`src/rtl/nonce_batch_scheduler.sv`:
```
// Nonce batch scheduler: splits a mining job into fixed-size hash-core batches,
// launches each batch, collects the in-order result beats, tracks hits against
// the target, and guards each batch with a beat watchdog.
module nonce_batch_scheduler #(
  parameter int unsigned NUM_NONCES = 16,
  parameter int unsigned TIMEOUT    = 1024
) (
  input  logic        clk,
  input  logic        reset,
  input  logic        start,
  input  logic [31:0] nonce_base,
  input  logic [7:0]  batch_count,
  input  logic [31:0] target,
  input  logic        stop_on_hit,
  output logic        core_start,
  output logic [31:0] core_nonce_base,
  input  logic        res_valid,
  input  logic [31:0] res_h0,
  output logic        busy,
  output logic        done,
  output logic        error,
  output logic        found,
  output logic [31:0] found_nonce,
  output logic [15:0] hit_count,
  output logic [7:0]  batches_done
);

  // Beat index covers 0..NUM_NONCES-1; watchdog covers 0..TIMEOUT-1.
  localparam int unsigned BEAT_W = (NUM_NONCES > 1) ? $clog2(NUM_NONCES) : 1;
  localparam int unsigned WD_W   = (TIMEOUT > 1) ? $clog2(TIMEOUT) : 1;

  localparam logic [BEAT_W-1:0] LAST_BEAT  = BEAT_W'(NUM_NONCES - 1);
  localparam logic [WD_W-1:0]   WD_LAST    = WD_W'(TIMEOUT - 1);
  localparam logic [31:0]       NONCE_STEP = 32'(NUM_NONCES);
  localparam logic [15:0]       HIT_MAX    = 16'hFFFF;

  typedef enum logic [2:0] {
    ST_IDLE    = 3'd0,
    ST_LAUNCH  = 3'd1,
    ST_COLLECT = 3'd2,
    ST_NEXT    = 3'd3,
    ST_FINISH  = 3'd4,
    ST_FAULT   = 3'd5
  } state_t;

  state_t state_q;
  state_t state_d;

  // Job parameters captured on an accepted start.
  logic [7:0]  count_q;
  logic [31:0] target_q;
  logic        stop_q;

  // Per-batch progress.
  logic [BEAT_W-1:0] beat_idx;
  logic [WD_W-1:0]   wd_cnt;

  // Combinational helpers.
  logic        accept_c;
  logic        beat_c;
  logic        hit_c;
  logic        last_beat_c;
  logic        wd_expire_c;
  logic        job_end_c;
  logic [31:0] beat_nonce_c;

  assign accept_c     = (state_q == ST_IDLE) && start;
  assign beat_c       = (state_q == ST_COLLECT) && res_valid;
  assign hit_c        = res_h0 < target_q;
  assign last_beat_c  = beat_idx == LAST_BEAT;
  assign wd_expire_c  = wd_cnt == WD_LAST;
  // Wrapping 8-bit compare: a sampled count of 0 matches after 256 batches.
  assign job_end_c    = (batches_done == count_q) || (stop_q && found);
  assign beat_nonce_c = core_nonce_base + 32'(beat_idx);

  // State register.
  always_ff @(posedge clk) begin
    if (reset) begin
      state_q <= ST_IDLE;
    end else begin
      state_q <= state_d;
    end
  end

  // Next-state logic.
  always_comb begin
    state_d = state_q;
    case (state_q)
      ST_IDLE: begin
        if (start) begin
          state_d = ST_LAUNCH;
        end
      end
      ST_LAUNCH: begin
        state_d = ST_COLLECT;
      end
      ST_COLLECT: begin
        if (res_valid) begin
          if (last_beat_c) begin
            state_d = ST_NEXT;
          end
        end else if (wd_expire_c) begin
          state_d = ST_FAULT;
        end
      end
      ST_NEXT: begin
        state_d = job_end_c ? ST_FINISH : ST_LAUNCH;
      end
      ST_FINISH: begin
        state_d = ST_IDLE;
      end
      ST_FAULT: begin
        state_d = ST_IDLE;
      end
      default: begin
        state_d = ST_IDLE;
      end
    endcase
  end

  // Registered strobes and status, decoded from the upcoming state.
  always_ff @(posedge clk) begin
    if (reset) begin
      core_start <= 1'b0;
      done       <= 1'b0;
      busy       <= 1'b0;
    end else begin
      core_start <= state_d == ST_LAUNCH;
      done       <= state_d == ST_FINISH;
      busy       <= state_d != ST_IDLE;
    end
  end

  // Job parameter capture.
  always_ff @(posedge clk) begin
    if (reset) begin
      count_q  <= 8'd0;
      target_q <= 32'd0;
      stop_q   <= 1'b0;
    end else if (accept_c) begin
      count_q  <= batch_count;
      target_q <= target;
      stop_q   <= stop_on_hit;
    end
  end

  // Batch base nonce: loaded on start, advanced by one batch on each relaunch.
  always_ff @(posedge clk) begin
    if (reset) begin
      core_nonce_base <= 32'd0;
    end else if (accept_c) begin
      core_nonce_base <= nonce_base;
    end else if ((state_q == ST_NEXT) && (state_d == ST_LAUNCH)) begin
      core_nonce_base <= core_nonce_base + NONCE_STEP;
    end
  end

  // Beat index and watchdog; both restart at every launch.
  always_ff @(posedge clk) begin
    if (reset) begin
      beat_idx <= '0;
      wd_cnt   <= '0;
    end else if (state_q == ST_LAUNCH) begin
      beat_idx <= '0;
      wd_cnt   <= '0;
    end else if (state_q == ST_COLLECT) begin
      if (res_valid) begin
        beat_idx <= beat_idx + BEAT_W'(1);
        wd_cnt   <= '0;
      end else begin
        wd_cnt <= wd_cnt + WD_W'(1);
      end
    end
  end

  // Hit tracking: first-hit nonce plus a saturating hit counter.
  always_ff @(posedge clk) begin
    if (reset) begin
      found       <= 1'b0;
      found_nonce <= 32'd0;
      hit_count   <= 16'd0;
    end else if (accept_c) begin
      found       <= 1'b0;
      found_nonce <= 32'd0;
      hit_count   <= 16'd0;
    end else if (beat_c && hit_c) begin
      if (hit_count != HIT_MAX) begin
        hit_count <= hit_count + 16'd1;
      end
      if (!found) begin
        found       <= 1'b1;
        found_nonce <= beat_nonce_c;
      end
    end
  end

  // Completed batch counter.
  always_ff @(posedge clk) begin
    if (reset) begin
      batches_done <= 8'd0;
    end else if (accept_c) begin
      batches_done <= 8'd0;
    end else if (beat_c && last_beat_c) begin
      batches_done <= batches_done + 8'd1;
    end
  end

  // Sticky watchdog flag, cleared only by a new job or reset.
  always_ff @(posedge clk) begin
    if (reset) begin
      error <= 1'b0;
    end else if (accept_c) begin
      error <= 1'b0;
    end else if ((state_q == ST_COLLECT) && (state_d == ST_FAULT)) begin
      error <= 1'b1;
    end
  end

endmodule
```
`config.mk`:
```
export PLATFORM = sky130hd
export DESIGN_NAME = nonce_batch_scheduler
export DESIGN_NICKNAME = d
export VERILOG_FILES = /design/src/rtl/nonce_batch_scheduler.sv
export SDC_FILE = /design/constraint.sdc
export NUM_CORES = 1
export LEC_CHECK = 0
export CELL_PAD_IN_SITES_DETAIL_PLACEMENT = 1
export CELL_PAD_IN_SITES_GLOBAL_PLACEMENT = 1
export CORE_ASPECT_RATIO = 0.6
export CORE_MARGIN = 4
export CORE_UTILIZATION = 36
export DETAILED_ROUTE_END_ITERATION = 8
export HOLD_SLACK_MARGIN = 0.06
export PLACE_DENSITY = 0.85
export SLEW_MARGIN = 20
export SYNTH_ARGS = -nofsm -noshare
export SYNTH_HDL_FRONTEND = slang
export SYNTH_SLANG_ARGS = --single-unit
```
`constraint.sdc`:
```
create_clock -name clk -period 3.7 [get_ports clk]
set_input_delay 0.74 -clock clk [delete_from_list [all_inputs] [get_ports clk]]
set_output_delay 0.74 -clock clk [all_outputs]
set_load 0.02 [all_outputs]
```
==> impl_results.md, run 1 <==
- WHS: 0.455 ns
- Max-Cap Viols: 0
- Met2 Use GR: 0.344
- Critical Path Start Type: primary input
- # port buffers: 201
- Starting density of the core: 0.372
- Final nets: 1314
- Die width: 199 microns
- Max Fanout on Critical Path: 5
- WP data arrival: 3.45 ns
- Final setup margin: 0.561 ns
- Starting DRT DRC Count: 346
- Synth Cell Area: 7920 sq um
- DP HPWL: 20000 microns
- Worst relative slew slack: 0.374
- Antenna cells: 0
- Sw power: 1.18 mW
- Clock slew at reported path FFs: 0.06 ns
- Avg Inst Size Synth: 8.05 sq um
- Layout cells sized above 1: 0.0757
- Hold Buf Count CTS: 0
- Core outline area: 21300 sq um
- Slew Viols, Final: 0
- Post-synth EDFFs: 0
- Routed WL: 27300 microns
- Flops & latches, synth: 151
- Initial antenna violation count: 1
- Met1 Track Usage GR: 0.304
- Worst Setup SP: res_h0[14]
- Top cells by count, synth: nand2_1, dfxtp_1, nor2_1, a21oi_1, inv_1
- Routed Antenna Nets: 0
- Final hold vios: 0
- Yosys warns: 0
- Clock power share: 0.414
- Syn Inst Count: 983
- I/O pin count: 202
- CTS tree: built
- Status: completed
- Fin area: 10800 sq um
- Synth area leaders: dfxtp_1, nand2_1, a21oi_1
- Root Driver: clkbuf_16
- Synth-to-Final Area Change: 36.2%
- Worst-case clock buffer depth: 2
- Vias in the first global route: 7903
- Sequential fraction of design power: 0.420
- Top FF cell, synth: dfxtp_1
- Synth cell types: 58
- Hold path startpoint: target_q[24]
- Vias per cell: 5.26
- Overall power: 4.21 mW
- PwrDens: 391 nW/um^2
- Core Rows: 41
- Internal power: 3.03 mW
- Worst Tran Pin Value: 0.938 ns
- Total number of vias: 7649
- Die height: 123 microns
- Hold Crit Class: reg -> reg
- Tmin final: 3.14 ns
- First-pass GRT wire length: 42400 microns
- Period utilization: 0.848
- M3 GR Usage: 0.0634
- Post-Place Worst Slack: 0.165 ns
- H-tree Lvls: 4
- Setup crit end kind: flop
- Grt peak-use layer: met2
- VDD IR max: 0.345 mV
- GRT overflow: 0
- Post_cts resized: 0
- Most common cell in the netlist: nand2_1
- Total GRT Usage: 0.220
- Largest net degree at the start of global routing: 71
- Fmax: 319 MHz
- CTS Buf Count: 17
- Die area: 24500 sq um
- Part of the power in combinational logic: 0.165
- TritonRoute pass-1 iters: 5
- R2r startpoint: core_nonce_base[4]
- Post-CTS setup buffers: 0
- Gp weighted congestion: 0.856
- Number of clock sinks: 151
- Leakage: 3.71 nW
- Asr flop ratio synth: 0
- Sequential share of the synthesized area: 0.382
- Required @ worst endpoint: 4.01 ns
- Area after DPL: 10200 sq um
- Net Sw Frac: 0.281
- Routed len/inst: 18.8 microns
- WS Path Type: in -> reg
- Post-synth top area cell: dfxtp_1
- DR DRC count: 0
- Sum of negative setup slack: 0 ns
- Syn nets: 1133
- Worst Clk Skew: 0.0128 ns
- Share of the synthesized area in the top cell type: 0.382
- RSZ-0062 raised after global routing: no
- Final setup violation count: 0
- Skew-Pair Late Insertion Delay: 0.42 ns
## power groups by stage
stage	clock network, mW	logic (mW)	registers [mW]
6_report	1.75	0.696	1.77
5_1_grt	1.85	0.764	1.78
4_1_cts	1.78	0.700	1.77
3_5_place_dp	0	0.688	1.81
3_3_place_gp	0	0.664	1.80
2_1_floorplan	0	0.350	1.82
## layer usage
metal | vias to the layer above | share of wire
met3 | 27 | 0.073
li1 | 3732 | -
met5 | - | 0.00029
met1 | 3672 | 0.47
met2 | 216 | 0.44
met4 | 2 | 0.013
## registers in the layout, indices dropped and copies added (netlist names)
signal / cells
busy: 1
hit_count: 16
error: 1
core_start: 1
count_q: 8
target_q: 32
state_q: 3
found_nonce: 32
found: 1
stop_q: 1
done: 1
batches_done: 8
wd_cnt: 10
core_nonce_base: 32
beat_idx: 4
## path summary, 6_finish.rpt
check / slack (ns) / to / depth (start not counted)
worst max-delay path: 0.56 / hit_count[14] / 9
worst min-delay path: 0.45 / target_q[24] / 2
worst max register to register: 0.87 / core_nonce_base[24] / 9
worst min register to register: 0.45 / target_q[24] / 2
## critical path, cell delays in order
cell             delay (ns)
clkdlybuf4s50_1        0.43
ha_1                   0.33
nand4_1                0.18
or3_1                  0.40
or4_4                  0.44
a31oi_4                0.30
nor2_2                 0.13
and4_1                 0.20
a311oi_1               0.29
## per-stage QoR
| stage | cells | util |
|---|---|---|
| finish | 1454 | 0.506 |
| floorplan | 983 | - |
| global route | 1454 | 0.506 |
| detailed placement | 1424 | 0.479 |
| CTS | 1454 | 0.506 |
| global placement | 1424 | 0.479 |
## cells in the final DEF (no fill, tap or decap), drive strengths merged, types with 17 or more instances in the layout
| cell | synthesis | routed |
|---|---|---|
| nand4 | 17 | 17 |
| o21ai | 25 | 25 |
| nor3 | 27 | 27 |
| ha | 40 | 40 |
| dfxtp | 151 | 151 |
| nand2 | 153 | 153 |
| nor2 | 119 | 119 |
| and3 | 17 | 17 |
| xnor2 | 43 | 43 |
| xor2 | 18 | 18 |
| clkdlybuf4s50 | 0 | 200 |
| nand3 | 32 | 32 |
| inv | 48 | 49 |
| clkbuf | 37 | 20 |
| a211oi | 36 | 36 |
| a21oi | 100 | 100 |
## logic make-up (layout without fill, tap and decap cells)
family | after synthesis | in the layout | share of synthesized area
flip-flops | 151 | 151 | 0.382
multiplexers | 4 | 4 | 0.00506
AND/OR/NAND/NOR | 413 | 413 | 0.244
adder cells (fa/ha/maj) | 41 | 41 | 0.0657
XOR/XNOR | 61 | 61 | 0.0675
AO/OA/AOI/OAI | 211 | 211 | 0.184
buffers and inverters | 102 | 294 | 0.0510
## cell type report
type	instances	area [sq um]
clock buffers	20	457
clock inverters	10	124
fillers	2513	10500
inverters	48	180
multi-input cells	730	4500
flip-flops and latches	151	3020
well taps	279	349
repair buffers	216	2150
No activity file was read; power rests on OpenSTA's default activity.
==> inputs of run 2 (changes only) <==
==> constraint.sdc (replaced) <==
create_clock -name clk -period 2.9 [get_ports clk]
set_input_delay 0.58 -clock clk [delete_from_list [all_inputs] [get_ports clk]]
set_output_delay 0.58 -clock clk [all_outputs]
set_load 0.02 [all_outputs]
==> run 2 against run 1 <==
Net effect: non-clock buffer count rose by 31; hold slack improved by 0.0033 ns; largest power group unchanged; flip-flop and latch count did not move; largest cell class unchanged.
==> impl_results.md, run 2 (synthesis results as in run 1) <==
- Routed len/inst: 19.0 microns (+1.1%)
- Required @ worst endpoint: 3.25 ns (-0.76 ns)
- DP HPWL: 20500 microns (+2.1%)
- Largest net degree at the start of global routing: 55 (-23%)
- Leakage: 4.03 nW (+8.4%)
- Die height: 123 microns (unchanged)
- Fin area: 11300 sq um (+5.1%)
- DR DRC count: 0 (unchanged)
- Setup crit end kind: flop
- TritonRoute pass-1 iters: 5 (unchanged)
- Post-Place Worst Slack: -0.443 ns (-0.608 ns)
- Starting density of the core: 0.372 (unchanged)
- Max Fanout on Critical Path: 18 (+13)
- Period utilization: 0.987
- # port buffers: 201 (unchanged)
- Tmin final: 2.86 ns
- I/O pin count: 202 (unchanged)
- Commonest cells after routing, fill and taps aside: clkdlybuf4s50_1, nand2_1, dfxtp_1, a21oi_1, nor2_1
- Overall power: 5.36 mW (+27%)
- Worst-case clock buffer depth: 2 (unchanged)
- Max-Cap Viols: 0 (unchanged)
- Total number of vias: 7959 (+4.1%)
- VDD IR max: 0.474 mV (+37%)
- Synth-to-Final Area Change: 43.2%
- First-pass GRT wire length: 42700 microns (+0.67%)
- Starting DRT DRC Count: 488 (+41%)
- Vias in the first global route: 8145 (+3.1%)
- CTS tree: built
- Most common cell after layout, fill and taps aside: clkdlybuf4s50_1
- PwrDens: 473 nW/um^2 (+21%)
- Final nets: 1345 (+2.4%)
- Core outline area: 21300 sq um (unchanged)
- Routed WL: 28200 microns (+3.5%)
- Die area: 24500 sq um (unchanged)
- Area after DPL: 10400 sq um (+2.1%)
- Slew Viols, Final: 0 (unchanged)
- Number of clock sinks: 151 (unchanged)
- Skew-Pair Late Insertion Delay: 0.43 ns (about the same)
- Final setup violation count: 0 (unchanged)
- Total GRT Usage: 0.220 (about the same)
- WHS: 0.458 ns (+0.00327 ns)
- Routed Antenna Nets: 0 (unchanged)
- Die width: 199 microns (unchanged)
- Worst relative slew slack: 0.453 (+0.0783)
- Critical Path Start Type: primary input
- Initial antenna violation count: 1 (unchanged)
- Clock slew at reported path FFs: 0.07 ns (about the same)
- Layout cells sized above 1: 0.132 (+0.0559)
- H-tree Lvls: 4 (unchanged)
- Status: completed
- Gp weighted congestion: 0.855 (-0.11%)
- Final setup margin: 0.0363 ns (-0.525 ns)
- WS Path Type: in -> reg
- Worst Tran Pin Value: 0.818 ns (-0.121 ns)
- Worst Clk Skew: 0.0133 ns (+0.000502 ns)
- Root Driver: clkbuf_16
- Fmax: 349 MHz
- CTS Buf Count: 17 (unchanged)
- Vias per cell: 5.35 (+1.6%)
- Core Rows: 41 (unchanged)
- Top Registers: core_nonce_base: 32 flops, found_nonce: 32 flops, target_q: 32 flops
- Hold Crit Class: reg -> reg
- GRT overflow: 0 (unchanged)
- Final hold vios: 0 (unchanged)
- WP data arrival: 3.22 ns (-0.23 ns)
- Sum of negative setup slack: 0 ns (unchanged)
## run 2: critical path: stages
cell and delay [ns]:
clkdlybuf4s50_1 0.41, ha_1 0.30, and3_1 0.21, and3_2 0.25
a2111oi_4 0.42, nand2_2 0.15, nor3_4 0.20, buf_4 0.36
nor2_2 0.09, a211oi_2 0.22
## run 2: where the power goes
part | internal [mW] | leakage (nW) | switching [mW] | total (mW)
combinational | 0.440 | 2.53 | 0.524 | 0.964
sequential | 2.16 | 1.23 | 0.0947 | 2.26
clock | 1.20 | 0.270 | 0.940 | 2.14
total | 3.80 | 4.03 | 1.56 | 5.36
## run 2: worst paths after layout
| path | to | slack [ns] | cells past startpoint | start |
|---|---|---|---|---|
| worst max-delay path | found_nonce[24] | 0.04 | 10 | res_h0[25] |
| worst min-delay path | target_q[5] | 0.46 | 2 | target_q[5] |
| worst max register to register | hit_count[14] | 0.14 | 11 | target_q[11] |
| worst min register to register | target_q[5] | 0.46 | 2 | target_q[5] |
## run 2: timing repair
action / in CTS / in global routing
buffers inserted: 0 / 7
gates resized for setup: 2 / 61
pin swaps: 1 / 18
cloned: 0 / 2
endpoints found under the setup margin: 4 / 35
hold buffers: 0 / 0
## run 2: final cells by class
cell class | instances | area (sq um)
Tap cell | 279 | 349
Clock inverter | 12 | 105
Inverter | 48 | 180
Timing Repair Buffer | 247 | 2480
Sequential cell | 151 | 3020
Clock buffer | 20 | 447
Fill cell | 2508 | 9950
Multi-Input combinational cell | 730 | 4740
Antenna cell | 2 | 5.00
## run 2: per-layer routing
layer,GRT usage,wire length (microns)
met4,0.0500,432
met2,0.344,12400
met5,0,0
met3,0.0560,1680
met1,0.308,13700
## run 2: metrics by stage
stage	utilization	std cells
floorplan	-	983
global placement	0.489	1447
detailed placement	0.489	1447
CTS	0.516	1479
global route	0.532	1488
finish	0.533	1489
